$ cat src/rtl/apb_master_bridge_if.sv
// rtl/apb_master_bridge_if.sv - core-side and APB-side signal bundle for apb_master_bridge
interface apb_master_bridge_if;
    // core data-bus side
    logic        transfer;
    logic        write;
    logic [31:0] addr;
    logic [31:0] wdata;
    logic [31:0] rdata;
    logic        ready;
    logic        busErr;
    // APB3 side
    logic [31:0] PADDR;
    logic        PWRITE;
    logic [31:0] PWDATA;
    logic        PENABLE;
    logic [3:0]  PSEL;
    logic [31:0] PRDATA0;
    logic [31:0] PRDATA1;
    logic [31:0] PRDATA2;
    logic [31:0] PRDATA3;
    logic        PREADY0;
    logic        PREADY1;
    logic        PREADY2;
    logic        PREADY3;

    // bridge view
    modport master (
        input  transfer, write, addr, wdata,
        input  PRDATA0, PRDATA1, PRDATA2, PRDATA3,
        input  PREADY0, PREADY1, PREADY2, PREADY3,
        output rdata, ready, busErr,
        output PADDR, PWRITE, PWDATA, PENABLE, PSEL
    );

    // environment view: core plus the four peripherals
    modport slave (
        output transfer, write, addr, wdata,
        output PRDATA0, PRDATA1, PRDATA2, PRDATA3,
        output PREADY0, PREADY1, PREADY2, PREADY3,
        input  rdata, ready, busErr,
        input  PADDR, PWRITE, PWDATA, PENABLE, PSEL
    );
endinterface

$ cat src/rtl/apb_master_bridge.sv
// rtl/apb_master_bridge.sv - core data bus to 4-slot APB3 bridge; optional ACCESS timeout under APB_TIMEOUT_EN
module apb_master_bridge #(
    parameter logic [31:0] BASE_ADDR = 32'h1000_0000
`ifdef APB_TIMEOUT_EN
    ,
    parameter int          TIMEOUT_CYCLES = 16
`endif
) (
    input  logic                 clk,
    input  logic                 reset,
    apb_master_bridge_if.master  bus
);

    typedef enum logic [1:0] {
        IDLE   = 2'd0,
        SETUP  = 2'd1,
        ACCESS = 2'd2
    } state_t;

    state_t      state;
    state_t      state_next;

    logic [31:0] paddr_q;
    logic        pwrite_q;
    logic [31:0] pwdata_q;
    logic [1:0]  slot_q;
    logic        mapped_q;

    logic        addr_mapped;
    logic        sel_ready;
    logic [31:0] sel_rdata;

    logic        ready_c;
    logic        bus_err_c;
    logic [31:0] rdata_c;

`ifdef APB_TIMEOUT_EN
    localparam logic [7:0] TIMEOUT_LAST = 8'(TIMEOUT_CYCLES - 1);
    logic [7:0]  wait_cnt;
`endif

    assign addr_mapped = (bus.addr[31:14] == BASE_ADDR[31:14]);

    // Only the captured slot's PREADY/PRDATA are looked at; the others are don't-care.
    always_comb begin
        sel_ready = 1'b0;
        sel_rdata = 32'd0;
        case (slot_q)
            2'd0: begin sel_ready = bus.PREADY0; sel_rdata = bus.PRDATA0; end
            2'd1: begin sel_ready = bus.PREADY1; sel_rdata = bus.PRDATA1; end
            2'd2: begin sel_ready = bus.PREADY2; sel_rdata = bus.PRDATA2; end
            default: begin sel_ready = bus.PREADY3; sel_rdata = bus.PRDATA3; end
        endcase
    end

    // State register; async reset drops PSEL/PENABLE immediately since both decode from state.
    always_ff @(posedge clk or negedge reset) begin
        if (!reset) begin
            state <= IDLE;
        end else begin
            state <= state_next;
        end
    end

    // Request capture in IDLE; core-side changes after this are ignored until the next IDLE.
    always_ff @(posedge clk or negedge reset) begin
        if (!reset) begin
            paddr_q  <= 32'd0;
            pwrite_q <= 1'b0;
            pwdata_q <= 32'd0;
            slot_q   <= 2'd0;
            mapped_q <= 1'b0;
        end else if (state == IDLE && bus.transfer) begin
            paddr_q  <= bus.addr;
            pwrite_q <= bus.write;
            pwdata_q <= bus.wdata;
            slot_q   <= bus.addr[13:12];
            mapped_q <= addr_mapped;
        end
    end

`ifdef APB_TIMEOUT_EN
    // Wait-state counter: cleared while in SETUP, counts each stalled ACCESS cycle.
    always_ff @(posedge clk or negedge reset) begin
        if (!reset) begin
            wait_cnt <= 8'd0;
        end else if (state == SETUP) begin
            wait_cnt <= 8'd0;
        end else if (state == ACCESS && !sel_ready) begin
            wait_cnt <= wait_cnt + 8'd1;
        end
    end
`endif

    // Next state and the single-cycle completion outputs to the core.
    always_comb begin
        state_next = state;
        ready_c    = 1'b0;
        bus_err_c  = 1'b0;
        rdata_c    = 32'd0;
        case (state)
            IDLE: begin
                if (bus.transfer) begin
                    state_next = SETUP;
                end
            end
            SETUP: begin
                state_next = ACCESS;
            end
            ACCESS: begin
                if (!mapped_q) begin
                    ready_c    = 1'b1;
                    bus_err_c  = 1'b1;
                    state_next = IDLE;
                end else if (sel_ready) begin
                    ready_c    = 1'b1;
                    rdata_c    = sel_rdata;
                    state_next = IDLE;
                end
`ifdef APB_TIMEOUT_EN
                else if (wait_cnt == TIMEOUT_LAST) begin
                    ready_c    = 1'b1;
                    bus_err_c  = 1'b1;
                    state_next = IDLE;
                end
`endif
            end
            default: begin
                state_next = IDLE;
            end
        endcase
    end

    assign bus.PADDR   = paddr_q;
    assign bus.PWRITE  = pwrite_q;
    assign bus.PWDATA  = pwdata_q;
    assign bus.PENABLE = (state == ACCESS);
    assign bus.PSEL    = (state != IDLE && mapped_q) ? (4'b0001 << slot_q) : 4'b0000;
    assign bus.ready   = ready_c;
    assign bus.busErr  = bus_err_c;
    assign bus.rdata   = rdata_c;

endmodule
$ cat src/flat_wrapper.sv
// flat-port wrapper written by rule: the top's interface ports become plain ports
module apb_master_bridge_flat 
#(
    parameter logic [31:0] BASE_ADDR = 32'h1000_0000

)
  (clk, reset, bus_transfer, bus_write, bus_addr, bus_wdata, bus_PRDATA0, bus_PRDATA1, bus_PRDATA2, bus_PRDATA3, bus_PREADY0, bus_PREADY1, bus_PREADY2, bus_PREADY3, bus_rdata, bus_ready, bus_busErr, bus_PADDR, bus_PWRITE, bus_PWDATA, bus_PENABLE, bus_PSEL);
  apb_master_bridge_if bus_i ();
  input  logic clk;
  input  logic reset;
  input wire logic [$bits(bus_i.transfer)-1:0] bus_transfer;
  input wire logic [$bits(bus_i.write)-1:0] bus_write;
  input wire logic [$bits(bus_i.addr)-1:0] bus_addr;
  input wire logic [$bits(bus_i.wdata)-1:0] bus_wdata;
  input wire logic [$bits(bus_i.PRDATA0)-1:0] bus_PRDATA0;
  input wire logic [$bits(bus_i.PRDATA1)-1:0] bus_PRDATA1;
  input wire logic [$bits(bus_i.PRDATA2)-1:0] bus_PRDATA2;
  input wire logic [$bits(bus_i.PRDATA3)-1:0] bus_PRDATA3;
  input wire logic [$bits(bus_i.PREADY0)-1:0] bus_PREADY0;
  input wire logic [$bits(bus_i.PREADY1)-1:0] bus_PREADY1;
  input wire logic [$bits(bus_i.PREADY2)-1:0] bus_PREADY2;
  input wire logic [$bits(bus_i.PREADY3)-1:0] bus_PREADY3;
  output wire logic [$bits(bus_i.rdata)-1:0] bus_rdata;
  output wire logic [$bits(bus_i.ready)-1:0] bus_ready;
  output wire logic [$bits(bus_i.busErr)-1:0] bus_busErr;
  output wire logic [$bits(bus_i.PADDR)-1:0] bus_PADDR;
  output wire logic [$bits(bus_i.PWRITE)-1:0] bus_PWRITE;
  output wire logic [$bits(bus_i.PWDATA)-1:0] bus_PWDATA;
  output wire logic [$bits(bus_i.PENABLE)-1:0] bus_PENABLE;
  output wire logic [$bits(bus_i.PSEL)-1:0] bus_PSEL;
  assign bus_i.transfer = bus_transfer;
  assign bus_i.write = bus_write;
  assign bus_i.addr = bus_addr;
  assign bus_i.wdata = bus_wdata;
  assign bus_i.PRDATA0 = bus_PRDATA0;
  assign bus_i.PRDATA1 = bus_PRDATA1;
  assign bus_i.PRDATA2 = bus_PRDATA2;
  assign bus_i.PRDATA3 = bus_PRDATA3;
  assign bus_i.PREADY0 = bus_PREADY0;
  assign bus_i.PREADY1 = bus_PREADY1;
  assign bus_i.PREADY2 = bus_PREADY2;
  assign bus_i.PREADY3 = bus_PREADY3;
  assign bus_rdata = bus_i.rdata;
  assign bus_ready = bus_i.ready;
  assign bus_busErr = bus_i.busErr;
  assign bus_PADDR = bus_i.PADDR;
  assign bus_PWRITE = bus_i.PWRITE;
  assign bus_PWDATA = bus_i.PWDATA;
  assign bus_PENABLE = bus_i.PENABLE;
  assign bus_PSEL = bus_i.PSEL;
  apb_master_bridge #(.BASE_ADDR(BASE_ADDR)) u_core (.clk(clk), .reset(reset), .bus(bus_i));
endmodule
$ cat config.mk
export PLATFORM = sky130hd
export DESIGN_NAME = apb_master_bridge_flat
export DESIGN_NICKNAME = d
export VERILOG_FILES = /design/src/rtl/apb_master_bridge_if.sv /design/src/rtl/apb_master_bridge.sv /design/src/flat_wrapper.sv
export SDC_FILE = /design/constraint.sdc
export NUM_CORES = 1
export LEC_CHECK = 0
export CORE_AREA = 2 2 117 119
export CTS_CLUSTER_DIAMETER = 120
export CTS_CLUSTER_SIZE = 30
export DETAILED_ROUTE_END_ITERATION = 16
export DIE_AREA = 0 0 119 121
export GPL_ROUTABILITY_DRIVEN = 0
export HOLD_SLACK_MARGIN = 0.06
export MAX_ROUTING_LAYER = met4
export PLACE_DENSITY = 0.74
export SYNTH_ARGS = -nofsm -noshare
export SYNTH_HDL_FRONTEND = slang
export SYNTH_SLANG_ARGS = --single-unit
$ cat constraint.sdc
create_clock -name clk -period 2.1 [get_ports clk]
set_input_delay 0.42 -clock clk [delete_from_list [all_inputs] [get_ports clk]]
set_output_delay 0.42 -clock clk [all_outputs]
set_load 0.03 [all_outputs]
==> results.toml <==
[drt]
vias = 3425
wl_mm = 14.4
drtIter0Drc = 136
ant_nets = 0
vias_per_cell = 4.65
wl_per_cell_um = 19.6
drc = 0
first_pass_iters = 4

[floorplan]
start_util_pct = 29.9
rows = 42
core_um2 = 13100
die_w_um = 119
floorplan.die.height_um = 121
die-area_um2 = 14400
io_pins = 304

[logic_synthesis]
synthesis.nets = 442
seq_area_frac_synth_pct = 43.5
synth-seq-cells = 68
synth_top_cell_by_area = "dfrtp_1"
synth_ff_type = "dfrtp_1"
syn_area_um2 = 3910
async_flop_share_pct = 100
ys_types = 24
syn_inst = 242
syn_avg_cell_area_um2 = 16.2
synth.area.top_cells = "dfrtp_1 (44%), mux4_2 (15%), mux2_2 (13%)"
synth_top_area_share_pct = 43.5
ys_warn_count = 0
synth_edf_count = 0

[layout]
syn2layout_area_growth_pct = 94.3
antenna_cells = 0
fillCellCount = 1055
fin_cells = 736
drive_gt1_share_pct = 32.3
final_common_cell = "clkdlybuf4s50_1"
fin_nets = 755
fin_area_um2 = 7590
most-common-layout-cells = "clkdlybuf4s50_1 (260), dfrtp_1 (67), mux2_2 (45)"

[setup_path]
r2r_end = "u_core.bus.PWDATA[1]$_DFFE_PN0P_"
r2r_start = "u_core.state[0]$_DFFE_PN0P_"
startpoint_type = "input pin"
regToRegSetupSlack_ps = 590
r2r_cells = 3
crit_type = "in2out"
cp_data_arrival_time_ps = 1880
path_max_fanout = 2
required_ps = 1680
endpoint_kind = "primary output"

[cts]
cts-htree-levels = 3
clkTransAtPathRegs_ps = 50
cts-root-buf = "clkbuf_16"
cts_tree = "done"
clk_path_buf_depth = 2
cts_buffers = 9
insertion_delay_ps = 330
cts_num_sinks = 68

[sta]
final.min_clock_period_ps = 2300
tightest_slew_ps = 521
finalHoldViolations = 0
whs_ps = 486
setup_viol = 33
relSlewSlack_pct = 65.2
post-route-period-util_pct = 110
rsz0062_at_grt = "yes"
maxSlewViolCount = 0
layout_setup_ws_ps = -203
fin_skew_ps = 5.36
max_freq_mhz = 434

[pwr]
leakagePower_nw = 3.03
power.density_nw_per_um2 = 857
p_total_mw = 6.51
max-vdd-ir-drop_mv = 0.817

[place]
numPortBuffers = 303
dpl.hpwl_mm = 11.8
placed_cell_area_um2 = 7150
dp_cells = 717
dp_slack_ps = -269

[global_routing]
grt_max_degree = 47
overflow = 0
grt_pass1_wl_mm = 21.4
grt_pass1_vias = 3898
grt_usage_pct = 20.3
antenna_found_initial = 0

[min_path]
min_path_type = "reg2reg"
hold_end = "u_core.bus.PADDR[14]$_DFFE_PN0P_"
hp-start = "u_core.bus.PADDR[14]$_DFFE_PN0P_"
hold_path_depth = 1

[job]
max_cap_violations = 0

[run_status]
violations = "setup timing"
status = "finished with violations"
## sequential cells by signal, indices dropped and copies added, names as in the netlist
| signal | cells |
|---|---|
| u_core.slot_q | 1 |
| u_core.bus.PWRITE | 1 |
| u_core.bus.PWDATA | 32 |
| u_core.mapped_q | 1 |
| u_core.state | 2 |
| u_core.bus.PADDR | 31 |
## cell type report
type	count	area (um2)	area share [%]
Timing Repair Buffer	320	3330	43.8
Multi-Input combinational cell	153	2020	26.5
Sequential cell	68	1700	22.4
Clock buffer	12	246	3.25
Tap cell	176	220	2.90
Clock inverter	4	72.6	0.956
Inverter	3	11.3	0.148
## routing by layer
| layer | wire [um] | vias to the layer above | GRT usage [%] | share of wire (%) |
|---|---|---|---|---|
| met4 | 550 | 0 | 9.00 | 3.8 |
| li1 | - | 1528 | - | - |
| met1 | 4930 | 1675 | 19.7 | 34 |
| met5 | 0 | - | - | 0 |
| met3 | 1270 | 34 | 6.95 | 8.8 |
| met2 | 7650 | 188 | 36.6 | 53 |
## synthesized netlist by cell type, types with 3 or more instances
master   number
mux2_2       45
buf_12        3
nor2b_2       9
mux4_1        7
mux4_2       26
nor2b_4      21
nor4_1        3
dfrtp_1      68
inv_1         3
mux2_1       20
buf_6         6
buf_2         8
nand2_1       4
nor2_1        6
## worst max-delay path: stages
cell,delay [ps]
clkdlybuf4s50_1,400
mux4_2,500
buf_4,160
buf_6,110
nor2_1,80
nor2_1,70
buf_12,140
## cells by family after synthesis
| group | share of synthesized area, % |
|---|---|
| AO/OA/AOI/OAI | 0.512 |
| flip-flops | 43.5 |
| buffers and inverters | 4.77 |
| multiplexers | 38.4 |
| AND/OR/NAND/NOR | 12.8 |
## per-stage QoR
step | utilization, % | setup TNS (ps)
4_1_cts | 58.0 | -6420
5_1_grt | 58.0 | -7170
2_1_floorplan | - | 0
6_report | 58.0 | -5580
3_3_place_gp | 54.7 | -7220
3_5_place_dp | 54.7 | -7960
## power breakdown
group	total [mW]	leakage (nW)	switching, mW	internal (mW)
Sequential	1.85	0.797	0.199	1.65
Clock	1.60	0.153	0.535	1.07
Combinational	3.05	2.08	1.39	1.67
Total	6.51	3.03	2.12	4.39
## worst max path at each step
stage                                     start      endpoint  slack (ps)  depth (start not counted)
6_report                            bus_PREADY0     bus_ready        -200                          7
5_1_grt            u_core.slot_q[0]$_DFFE_PN0P_     bus_ready        -250                          6
4_1_cts            u_core.slot_q[0]$_DFFE_PN0P_     bus_ready        -220                          6
3_5_place_dp                        bus_PREADY3  bus_rdata[4]        -270                          6
3_3_place_gp                        bus_PREADY3  bus_rdata[1]        -240                          6
2_1_floorplan  u_core.bus.PADDR[13]$_DFFE_PN0P_   bus_PSEL[0]          50                          3
## timing repair
| item | CTS | global route |
|---|---|---|
| resized for setup | 44 | 2 |
| pin swaps | 1 | 0 |
| buffers inserted | 2 | 0 |
| setup endpoints to repair | 37 | 33 |
| hold buffers | 1 | 0 |
| endpoints found under the hold margin | 19 | 0 |
Power figures use the tool's default switching activity.
==> RTL change (same flow settings) <==
Build with the macro `APB_TIMEOUT_EN` defined.
--- a/src/rtl/apb_master_bridge.sv
+++ b/src/rtl/apb_master_bridge.sv
@@ -1,2 +1,4 @@
 // rtl/apb_master_bridge.sv - core data bus to 4-slot APB3 bridge; optional ACCESS timeout under APB_TIMEOUT_EN
+`define APB_TIMEOUT_EN
+
 module apb_master_bridge #(
Formal check against the unedited RTL: same outputs for any inputs over 4 cycles, from zero or initial values and one cycle with reset low; that may be too few to reach the edited logic, so the function may still have changed.
==> RTL change against the unedited design <==
- the flow still finishes with violations (negative setup slack)
- design area grew 8.6%
- critical path type unchanged
- count of clock-buffer cells in the layout grew 1
- synthesized area grew 14%
- power grew 15%
- maximum frequency shrank 5.4%
- worst setup slack lost 0.13 ns
- worst hold slack lost 0.42 ns
- routed wire length grew 10%
- largest cell class unchanged
- sequential cell count grew 8
- core utilization grew 5.0 points
==> RTL change: results (changes against the unedited design) <==
metric,value,unit,change
synth_warnings,0,,unchanged
via_count,3904,,+14%
synth_flop_cell,dfrtp_1,,
ys_top_cells_by_count,"76 x dfrtp_1, 48 x mux2_2, 32 x mux4_2",,
worst_pin_slew,0.521,ns,-0.000904 ns
min_path_type,primary input to async pin,,
setup_slack,-0.335,ns,-0.132 ns
clkLatencyLatePin,0.33,ns,about the same
clk_pin_slew,0.06,ns,
critPathTopFamily,buffers and inverters,,
grt_pass1_wl,23500,um,+10%
dpl_worst_slack,-0.372,ns,-0.103 ns
groute.usage.overall,0.222,,+0.0192
p_leak,0.00339,uW,+12%
arrival,2.02,ns,+0.14 ns
post_dp_cell_area,7680,sq um,+7.4%
drtPass1Iterations,4,,unchanged
r2r_slack,0.31,ns,-0.28 ns
ys_seq_area_frac,0.425,,-0.0103
area_growth,84.4,%,
num-nets-final,821,,+8.7%
portBuffers,303,,unchanged
cp_max_fo,12,,+10
clockRootBuffer,clkbuf_16,,
grt_pass1_vias,4353,,+12%
crit_slowest_cell,clkdlybuf4s50_1,,
cts_inserted_buffers,9,,unchanged
outcome,"complete, but fails checks",,
wl,15800,um,+10%
synth-async-reset-ratio,1.00,,unchanged
setup_viol,34,,+3.0%
antenna_found_initial,1,,+1
drt-initial-drc-count,94,,-31%
largest_reg_flops,32,,unchanged
clockBufferDepth,2,,unchanged
yosysUniqueCellTypes,40,,+67%
drive_gt1_frac,0.339,,+0.0160
synthTopCellsByArea,"dfrtp_1 43%, mux4_2 16%, mux2_2 12%",,
finClkSkew,0.00844,ns,+0.00309 ns
peakVddDrop,0.000770,V,-5.7%
ff2ff_path_depth,6,,+3
htree_levels,3,,unchanged
grt_max_degree,42,,-11%
slowest_delay,0.46,ns,-0.04 ns
postSynthNetCount,497,,+12%
violations,negative setup slack,,
fillers,1019,,-3.4%
place_hpwl,12800,um,+7.8%
crit_buf_inv,3,,-1
RTL change: cell count changes in the layout (fill, tap and decap cells not counted), sizes merged, moves of 3 or more:
cell         unedited run  this run
a211o                   0         3
and3                    1         6
dlygate4sd2             4         1
nand2b                  0         5
nand3                   3         6
buf                    54        70
o21ai                   0         4
nor2                    6        10
dfrtp                  68        76
RTL change: cells by family after synthesis:
kind of cell             count (synthesis)  synth area share
multiplexers                           100             0.336
AND/OR/NAND/NOR                         80             0.159
flip-flops                              76             0.425
buffers and inverters                   24            0.0517
AO/OA/AOI/OAI                           14            0.0235
XOR/XNOR                                 1           0.00196
adder cells (fa/ha/maj)                  1           0.00280
RTL change: layer usage:
layer  vias to the layer above  GRT usage  wire [um]
li1                       1754          -          -
met1                      1927      0.222       5580
met2                       211      0.395       8440
met3                        12     0.0874       1620
met4                         0     0.0759        206
met5                         -          -          0
RTL change: timing repair:
action	in CTS	in global routing
resized for setup	31	4
cloned	0	1
hold buffers	0	0
pin swaps	1	1
buffers inserted	2	5
endpoints found under the setup margin	35	35
RTL change: layout make-up:
type / instances / area share
timing repair buffer: 333 / 0.409
multi-input combinational: 196 / 0.286
sequential: 76 / 0.231
clock buffer: 13 / 0.0340
tap: 176 / 0.0267
clock inverter: 3 / 0.0109
inverter: 4 / 0.00182
antenna: 1 / 0.000303
RTL change: through the flow:
step	hold WS [ns]	power, uW	instances	setup TNS (ns)
after global routing	0.0960	7800	802	-12.26
after detailed placement	0.437	5580	778	-10.95
final	0.0680	7470	802	-10.15
after global placement	0.428	5530	778	-9.10
after floorplan	0.124	4110	296	-0.0142
after CTS	0.0791	7500	796	-10.95
RTL change: worst paths after layout:
path,from,to
worst max register to register,u_core.slot_q[0]$_DFFE_PN0P_,u_core.wait_cnt[5]$_DFFE_PN0P_
worst min-delay path,reset,u_core.bus.PADDR[21]$_DFFE_PN0P_
max in group asynchronous,reset,u_core.bus.PWDATA[30]$_DFFE_PN0P_
worst min register to register,u_core.bus.PADDR[26]$_DFFE_PN0P_,u_core.bus.PADDR[26]$_DFFE_PN0P_
min in group clk,u_core.bus.PADDR[26]$_DFFE_PN0P_,u_core.bus.PADDR[26]$_DFFE_PN0P_
worst max-delay path,bus_PREADY2,bus_rdata[26]
RTL change: worst reg2reg max path, cell delays in order, from the launching register on:
cell,delay [ns]
dfrtp_2,0.47
mux2_4,0.35
buf_4,0.14
buf_4,0.12
o22ai_2,0.11
nor2b_1,0.13
a221o_1,0.37
RTL change: power breakdown:
group	switching (uW)	leakage, uW	internal (uW)	total (uW)
Clock	571	0.000182	1290	1860
Combinational	1610	0.00231	1920	3520
Sequential	233	0.000906	1850	2090
